`src/rtl/prot_pkg.sv`:
```
// Shared constants for the protection-comparator qualification filters:
// FSM state encoding, 50 MHz default qualification windows and channel map.
package prot_pkg;

    localparam logic [1:0] ST_IDLE = 2'd0;
    localparam logic [1:0] ST_QUAL = 2'd1;
    localparam logic [1:0] ST_TRIP = 2'd2;
    localparam logic [1:0] ST_REL  = 2'd3;

    // 50 samples at 50 MHz = 1 us qualification window
    localparam int DEF_ASSERT_CNT  = 50;
    localparam int DEF_RELEASE_CNT = 50;

    localparam int CH_BUS_OVP  = 0;
    localparam int CH_IP_OCP   = 1;
    localparam int CH_INV_OCP1 = 2;
    localparam int CH_OP_OVP1  = 3;
    localparam int CH_INV_OCP2 = 4;
    localparam int CH_OP_OVP2  = 5;

    // Width of a channel index; a single-channel build still gets one bit
    function automatic int idx_w(input int n);
        return (n > 1) ? $clog2(n) : 1;
    endfunction

endpackage

```
`src/rtl/prot_filter_ch.sv`:
```
// One protection channel: input synchroniser, assert/release qualification
// FSM with a shared up-counter, and the registered active-low fault output.
//
//  state | meaning
//  ------+-------------------------------------------------------------
//  IDLE  | healthy, no fault sample seen
//  QUAL  | fault present, counting consecutive fault samples
//  TRIP  | fault qualified, output held low
//  REL   | auto-release only: counting consecutive healthy samples
module prot_filter_ch
    import prot_pkg::*;
#(
    parameter int CNT_W       = 8,
    parameter int ASSERT_CNT  = DEF_ASSERT_CNT,
    parameter int RELEASE_CNT = DEF_RELEASE_CNT,
    parameter bit LATCHED     = 1'b1,
    parameter int SYNC_STG    = 2
) (
    input  logic CLK_50M,
    input  logic Rst_n,
    input  logic flt_in_n,
    input  logic ch_en,
    input  logic fault_clr,
    output logic flt_out_n,
    output logic enter_trip
);

    localparam logic [CNT_W-1:0] ASSERT_LAST  = CNT_W'(ASSERT_CNT - 1);
    localparam logic [CNT_W-1:0] RELEASE_LAST = CNT_W'(RELEASE_CNT - 1);

    logic [SYNC_STG-1:0] sync;
    logic                f;
    logic [1:0]          state;
    logic [1:0]          state_nxt;
    logic [CNT_W-1:0]    cnt;
    logic [CNT_W-1:0]    cnt_nxt;

    // Resync the asynchronous comparator output; reset value is "healthy"
    always_ff @(posedge CLK_50M) begin
        if (!Rst_n) begin
            sync <= '1;
        end else begin
            sync <= {sync[SYNC_STG-2:0], flt_in_n};
        end
    end

    assign f = ~sync[SYNC_STG-1] & ch_en;

    // Next-state and counter rules; the counter only ever climbs to the
    // compare value before a transition, so it cannot wrap
    always_comb begin
        state_nxt = state;
        cnt_nxt   = cnt;
        case (state)
            ST_IDLE: begin
                cnt_nxt = '0;
                if (f) begin
                    if (ASSERT_CNT == 1) begin
                        state_nxt = ST_TRIP;
                    end else begin
                        state_nxt = ST_QUAL;
                        cnt_nxt   = CNT_W'(1);
                    end
                end
            end
            ST_QUAL: begin
                if (!f) begin
                    state_nxt = ST_IDLE;
                    cnt_nxt   = '0;
                end else if (cnt == ASSERT_LAST) begin
                    state_nxt = ST_TRIP;
                    cnt_nxt   = '0;
                end else begin
                    cnt_nxt = cnt + 1'b1;
                end
            end
            ST_TRIP: begin
                cnt_nxt = '0;
                if (LATCHED) begin
                    // A clear is only honoured once the fault has gone away
                    if (fault_clr && !f) begin
                        state_nxt = ST_IDLE;
                    end
                end else if (!f) begin
                    if (RELEASE_CNT == 1) begin
                        state_nxt = ST_IDLE;
                    end else begin
                        state_nxt = ST_REL;
                        cnt_nxt   = CNT_W'(1);
                    end
                end
            end
            ST_REL: begin
                if (f) begin
                    state_nxt = ST_TRIP;
                    cnt_nxt   = '0;
                end else if (cnt == RELEASE_LAST) begin
                    state_nxt = ST_IDLE;
                    cnt_nxt   = '0;
                end else begin
                    cnt_nxt = cnt + 1'b1;
                end
            end
            default: begin
                state_nxt = ST_IDLE;
                cnt_nxt   = '0;
            end
        endcase
    end

    assign enter_trip = (state_nxt == ST_TRIP) && (state != ST_TRIP);

    // State and counter registers
    always_ff @(posedge CLK_50M) begin
        if (!Rst_n) begin
            state <= ST_IDLE;
            cnt   <= '0;
        end else begin
            state <= state_nxt;
            cnt   <= cnt_nxt;
        end
    end

    // Output stays low through REL so a release is only seen once qualified
    always_ff @(posedge CLK_50M) begin
        if (!Rst_n) begin
            flt_out_n <= 1'b1;
        end else begin
            flt_out_n <= ~((state == ST_TRIP) || (state == ST_REL));
        end
    end

endmodule

```
`src/rtl/prot_filter_multi.sv`:
```
// N-channel protection qualification filter. Per-channel filtering lives in
// prot_filter_ch; this level only combines the channels into the PWM-kill
// trip and records which channel tripped first.
module prot_filter_multi
    import prot_pkg::*;
#(
    parameter int              N_CH        = 6,
    parameter int              CNT_W       = 8,
    parameter int              ASSERT_CNT  = DEF_ASSERT_CNT,
    parameter int              RELEASE_CNT = DEF_RELEASE_CNT,
    parameter logic [N_CH-1:0] LATCH_MASK  = {N_CH{1'b1}},
    parameter int              SYNC_STG    = 2
) (
    input  logic                     CLK_50M,
    input  logic                     Rst_n,
    input  logic [N_CH-1:0]          Flt_In_n,
    input  logic [N_CH-1:0]          Ch_En,
    input  logic                     Fault_Clr,
    output logic [N_CH-1:0]          Flt_Out_n,
    output logic                     Trip_n,
    output logic [idx_w(N_CH)-1:0]   First_Idx,
    output logic                     First_Vld
);

    localparam int IDX_W = idx_w(N_CH);

    logic [N_CH-1:0]  enter;
    logic [IDX_W-1:0] first_enc;

    for (genvar g = 0; g < N_CH; g++) begin : g_ch
        prot_filter_ch #(
            .CNT_W      (CNT_W),
            .ASSERT_CNT (ASSERT_CNT),
            .RELEASE_CNT(RELEASE_CNT),
            .LATCHED    (LATCH_MASK[g]),
            .SYNC_STG   (SYNC_STG)
        ) u_ch (
            .CLK_50M   (CLK_50M),
            .Rst_n     (Rst_n),
            .flt_in_n  (Flt_In_n[g]),
            .ch_en     (Ch_En[g]),
            .fault_clr (Fault_Clr),
            .flt_out_n (Flt_Out_n[g]),
            .enter_trip(enter[g])
        );
    end

    // Lowest-numbered channel entering TRIP this cycle wins
    always_comb begin
        first_enc = '0;
        for (int i = N_CH - 1; i >= 0; i--) begin
            if (enter[i]) begin
                first_enc = IDX_W'(i);
            end
        end
    end

    // PWM kill: one register stage after the per-channel outputs
    always_ff @(posedge CLK_50M) begin
        if (!Rst_n) begin
            Trip_n <= 1'b1;
        end else begin
            Trip_n <= &Flt_Out_n;
        end
    end

    // First-fault record; a new trip coinciding with a clear is captured
    always_ff @(posedge CLK_50M) begin
        if (!Rst_n) begin
            First_Idx <= '0;
            First_Vld <= 1'b0;
        end else if ((|enter) && (!First_Vld || Fault_Clr)) begin
            First_Idx <= first_enc;
            First_Vld <= 1'b1;
        end else if (Fault_Clr) begin
            First_Vld <= 1'b0;
        end
    end

endmodule

```
`config.mk`:
```
export PLATFORM = sky130hd
export DESIGN_NAME = prot_filter_multi
export DESIGN_NICKNAME = d
export VERILOG_FILES = /design/src/rtl/prot_pkg.sv /design/src/rtl/prot_filter_ch.sv /design/src/rtl/prot_filter_multi.sv
export SDC_FILE = /design/constraint.sdc
export NUM_CORES = 1
export LEC_CHECK = 0
export BUFFER_PORTS_ARGS = -buffer_cell sky130_fd_sc_hd__buf_2
export CAP_MARGIN = 10
export CORE_MARGIN = 4
export CORE_UTILIZATION = 55
export CTS_CLUSTER_DIAMETER = 40
export DETAILED_ROUTE_END_ITERATION = 16
export GPL_ROUTABILITY_DRIVEN = 0
export PLACE_DENSITY = 0.74
export RECOVER_POWER = 100
export SYNTH_ARGS = -nofsm -noshare
export SYNTH_HDL_FRONTEND = slang
export SYNTH_SLANG_ARGS = --single-unit
export TNS_END_PERCENT = 1
```
`constraint.sdc`:
```
create_clock -name CLK_50M -period 2.6 [get_ports CLK_50M]
set_input_delay 0.52 -clock CLK_50M [delete_from_list [all_inputs] [get_ports CLK_50M]]
set_output_delay 0.52 -clock CLK_50M [all_outputs]
set_load 0.1 [all_outputs]
```
After elaboration in Yosys (flattened, before gate mapping) --
Cells that the tools add are included.
Storage, ports and cells: word-level logic and storage cells 203, bits in registers 83, bits of input ports 15, output and inout bits 11
Cells by class: muxes and demuxes 80, equality and inequality tests 36, reductions and logical operators 36, add/subtract/negate cells 6, bitwise gates (word level) 18
Operators by type and width (count):
- 8-bit one-hot mux with 4 select lines | 6
- 8-bit 2-to-1 mux | 18
- 2-bit 2-to-1 mux | 36
- 8-bit by 1-bit adder with 8-bit output (second input constant) | 6
- 8-bit by 6-bit == test with 1-bit output (second input constant) | 6
- 2-bit one-hot mux with 4 select lines | 6
- 2-bit == test (second input constant) | 18
- 3-bit 2-to-1 mux | 6
- 1-bit logical AND | 13
- 2-bit by 1-bit == test with 1-bit output (second input constant) | 6
- 2-bit zero test | 6
- 2-bit != test (second input constant) | 6
- 1-bit inverter | 12
- 1-bit 2-to-1 mux | 8
- 1-bit zero test | 7
- 1-bit logical OR | 7
- 1-bit bitwise AND | 6
- 6-bit AND reduction | 1
- 6-bit OR reduction | 1
- 2-bit nonzero test | 1

Logic depth before layout (Yosys ltp) --
depth in word-level cells 14, gate-level depth with buffers 8, depth with buffers taken out 8

Hierarchy --
Synthesis repeated with hierarchy kept, for this count alone.
Second synthesis, totals: cells, all modules 402, area total of the unflattened synthesis 3849.9 um^2
By module, submodules not included:
- prot_filter_ch (g_ch[0].u_ch ...) | cells an instance 63, seq. area each 260.2 um^2, instances 4, area an instance 594.3 um^2
- prot_filter_ch (g_ch[5].u_ch) | cells an instance 62, seq. area each 260.2 um^2, instances 1, area an instance 626.9 um^2
- prot_filter_ch (g_ch[1].u_ch) | cells an instance 62, seq. area each 260.2 um^2, instances 1, area an instance 595.6 um^2
- prot_filter_multi | cells an instance 26, seq. area each 100.1 um^2, instances 1, area an instance 250.2 um^2

Worst setup path before layout --
Ideal clock, no wire load.
path kind reg2reg, start reg g_ch[4].u_ch.cnt[0], end reg First_Idx[1], slack 711 ps, cell stages (with the launch flop) 8, arrival 1774 ps, data required time 2485 ps, path buffers 0, library setup time 115 ps, path through dfxtp_1 > ha_1 > or4b_1 > o31a_1 > o22ai_2 > or2_2 > a21boi_1 > o21a_1
Between the ends: word-level cells in the longest chain between the ends 11, elaborated cells between the ends (all ways) 15
Ends and longest elaborated chain:
- start: declaration | line prot_filter_ch.sv:35 | logic [CNT_W-1:0] cnt;
- start signal: assignment | line prot_filter_ch.sv:120 | cnt <= cnt_nxt;
- 8-bit by 6-bit == test with 1-bit output * | line prot_filter_ch.sv:70, prot_filter_ch.sv:97
- 2-bit 2-to-1 mux (on tied branches) | line prot_filter_ch.sv:97, prot_filter_ch.sv:70
- 2-bit 2-to-1 mux (on tied branches) | line prot_filter_ch.sv:94, prot_filter_ch.sv:67
- 2-bit one-hot mux with 4 select lines * | line prot_filter_ch.sv:54 | case (state)
- 2-bit == test * | line prot_filter_ch.sv:111 | assign enter_trip = (state_nxt == ST_TRIP) && (state != ST_TRIP);
- 1-bit logical AND * | line prot_filter_ch.sv:111
- 3-bit 2-to-1 mux (5 in series) | line prot_filter_multi.sv:52 | if (enter[i]) begin
- end signal: assignment | line prot_filter_multi.sv:73 | First_Idx <= first_enc;
- end: declaration | line prot_filter_multi.sv:21 | output logic [idx_w(N_CH)-1:0] First_Idx,
Mark *: on every way between the ends. The rest lies on a longest branch, timed or not. A chain may end at the register's enable or synchronous reset.

Worst setup path after layout --
start reg First_Idx[0], end out First_Idx[0]
No word-level cell between the ends.

==> impl_metrics.ini <==
[logic_synthesis]
ys.flop_type = dfxtp_1
seq_area_frac_synth = 0.454
yosys.area.top_type_share = 0.454
netlist_instances = 410
yosys.cell_count.top_type = dfxtp_1
ys_top_cells_by_area = dfxtp_1, nor2_1, xor2_1, xnor2_1, ha_1
yosys_register_bits = 83
synth_fp_nets = 437
post_synth_instance_area_sq_mm = 0.00366
postSynth.asyncResetShare = 0
yosysWarnings = 0
synth_enable_flop_cells = 0
synth_cell_types = 50
syn_avg_cell_area_sq_um = 8.92
synth_top_area_cell = dfxtp_1
synth.top_cells.by_count = dfxtp_1, nor2_1, nand2_1, nand3_1, xor2_1

[final_layout]
num-fill-cells = 578
layout.cells.non_filler = 517
nNetsFinal = 462
area_growth_from_synthesis_to_layout_pct = 9.20
drive_above_1_share = 0.0682
antennaDiodeCount = 0

[drt]
routed_wirelength_um = 6220
drc = 0
first_iter_violations = 103
via_total_after_detailed_routing = 2782
via_per_inst = 5.38
detail_route.first_pass.iterations = 4
wl_per_cell_um = 12.0
final_antenna_net_count = 0

[clocking]
cts_root_buf = clkbuf_8
cts_sink_cnt = 83
cts.path.max_buffers = 2
clock_insertion_delay_worst_skew_ns = 0.34
cts.repair.resized = 0
numCtsBuffers = 9
tritoncts = done
post_cts.repair.setup_buffers = 0
worst_setup_hold_path_clk_slew_ns = 0.08
ctsHtreeMaxLevel = 3
hold_buffers = 0

[global_route]
met3_usage = 0.0618
highest_utilization_routing_layer_at_the_global_route_stage = met2
first_pass_grt_wire_length_um = 10600
grt_overflow_total = 0
antenna_found_initial = 0
global_route.usage.total = 0.169
grt_use_met1 = 0.209
grt_max_degree = 30
grt.met2_usage = 0.263
first_global_vias = 2528

[flow_run]
max_cap_viol_count = 0

[min_path]
timing.hold.worst.class = in2reg

[critical_path]
required_ns = 2.08
timing.critical_path.to_type = output port
worst_path_max_delay_cell = clkbuf_1
timing.setup.critical_path_class = reg2out
maximum_fanout_encountered_on_the_critical_timing_path = 2
timing.critical_path.from_type = flop
critical-path-max-stage-delay_ns = 0.87
cp_top_family = buffers and inverters
arrival_ns = 1.59
worstPathBufferInverterCount = 1
cp_cell_sequence = clkbuf_1

[floorplanning]
floorplan.die.height_um = 89.6
dieArea_sq_mm = 0.00802
dieWidth_um = 89.6
number_of_rows_created_at_floorplan = 29
initial_core_utilization = 0.570
standard_cell_core_area_sq_mm = 0.00642
pin_count = 26

[timing]
timing_worst_slew_pin_value_ns = 1.23
hold-worst-slack_ns = 0.351
relSlewSlack = 0.183
fin_skew_ns = 0.00758
hold_violations = 0
achievable-frequency_mhz = 474
setup_tns_ns = 0
post-route-period-util = 0.812
slew_violations = 0
timing.final.crit_period_ns = 2.11
final_setup_violating_endpoints = 0
rsz0062_at_grt = false

[status]
status = completed

[power]
power.ir.vdd_worst_mv = 0.390
p_per_area_mw_per_mm2 = 576
total_leakage_power_nw = 1.37

[placement]
dp_hpwl_um = 4540
numPlacedInstances = 501
buffer_ports.inserted = 25
area by class of cell:
cell class                 count  area (sq um)  area share
inverter                      14          52.6      0.0132
sequential                    83          1660       0.416
timing repair buffer          27           118      0.0294
clock inverter                 5          77.6      0.0194
tap                           77          96.3      0.0241
clock buffer                  11           131      0.0329
multi-input combinational    300          1860       0.465
logic make-up (layout without fill, tap and decap cells):
logic type | Yosys count | in the layout | share of synthesized area
fa+ha+maj | 12 | 12 | 0.0410
flops | 83 | 83 | 0.454
compound gates | 47 | 47 | 0.0937
simple gates | 198 | 198 | 0.274
buf+inv | 27 | 57 | 0.0339
mux | 1 | 1 | 0.00274
xor+xnor | 42 | 42 | 0.101
path summary, 6_finish.rpt:
kind	cells after the start	from	slack (ns)	end
max	1	First_Idx[0]	0.49	First_Idx[0]
min	2	Flt_In_n[2]	0.35	g_ch[2].u_ch.sync[0]
max reg2reg	7	g_ch[4].u_ch.cnt[0]	0.53	First_Idx[1]
min reg2reg	1	g_ch[2].u_ch.sync[0]	0.41	g_ch[2].u_ch.sync[1]
power breakdown:
| group | leakage (nW) | internal [mW] | switching (mW) |
|---|---|---|---|
| sequential | 0.672 | 1.28 | 0.00688 |
| combinational | 0.592 | 0.0253 | 0.0299 |
| clock | 0.103 | 0.538 | 0.420 |
state kept, by name, indices dropped and copies added, names as in the netlist:
register / cells
Trip_n: 1
g_ch.u_ch.sync: 12
First_Vld: 1
g_ch.u_ch.flt_out_n: 6
g_ch.u_ch.cnt: 48
First_Idx: 3
g_ch.u_ch.state: 12
layer usage:
layer,share of wire,up-vias
met5,0,-
met4,0.022,0
li1,-,1449
met2,0.44,50
met3,0.053,15
met1,0.48,1268
metrics by stage:
step / power [mW] / instance area [sq um] / util / setup WS, ns
6_report: 2.30 / 4000 / 0.622 / 0.489
3_5_place_dp: 1.37 / 3820 / 0.595 / 0.585
5_1_grt: 2.40 / 4000 / 0.622 / 0.374
3_3_place_gp: 1.37 / 3820 / 0.595 / 0.634
4_1_cts: 2.34 / 4030 / 0.628 / 0.573
2_1_floorplan: 1.35 / 3660 / - / 0.711
cells in the final DEF, fill, tap and decap left out, types with 3 or more instances in the layout:
master / count
nand4b_1: 3
clkbuf_8: 9
nor2b_1: 5
dfxtp_1: 83
and2_0: 4
inv_1: 14
o21ai_0: 6
clkbuf_1: 16
xnor2_1: 18
a21oi_1: 9
nand3_1: 24
a21boi_0: 6
o41a_1: 3
nand4_1: 12
nor4_1: 3
nor3_1: 8
and4_1: 3
xor2_1: 24
nand2b_1: 19
o21a_1: 5
ha_1: 12
o31ai_1: 3
nand2_1: 36
and3_1: 6
buf_2: 13
nor2_1: 60
Power figures use the tool's default switching activity.
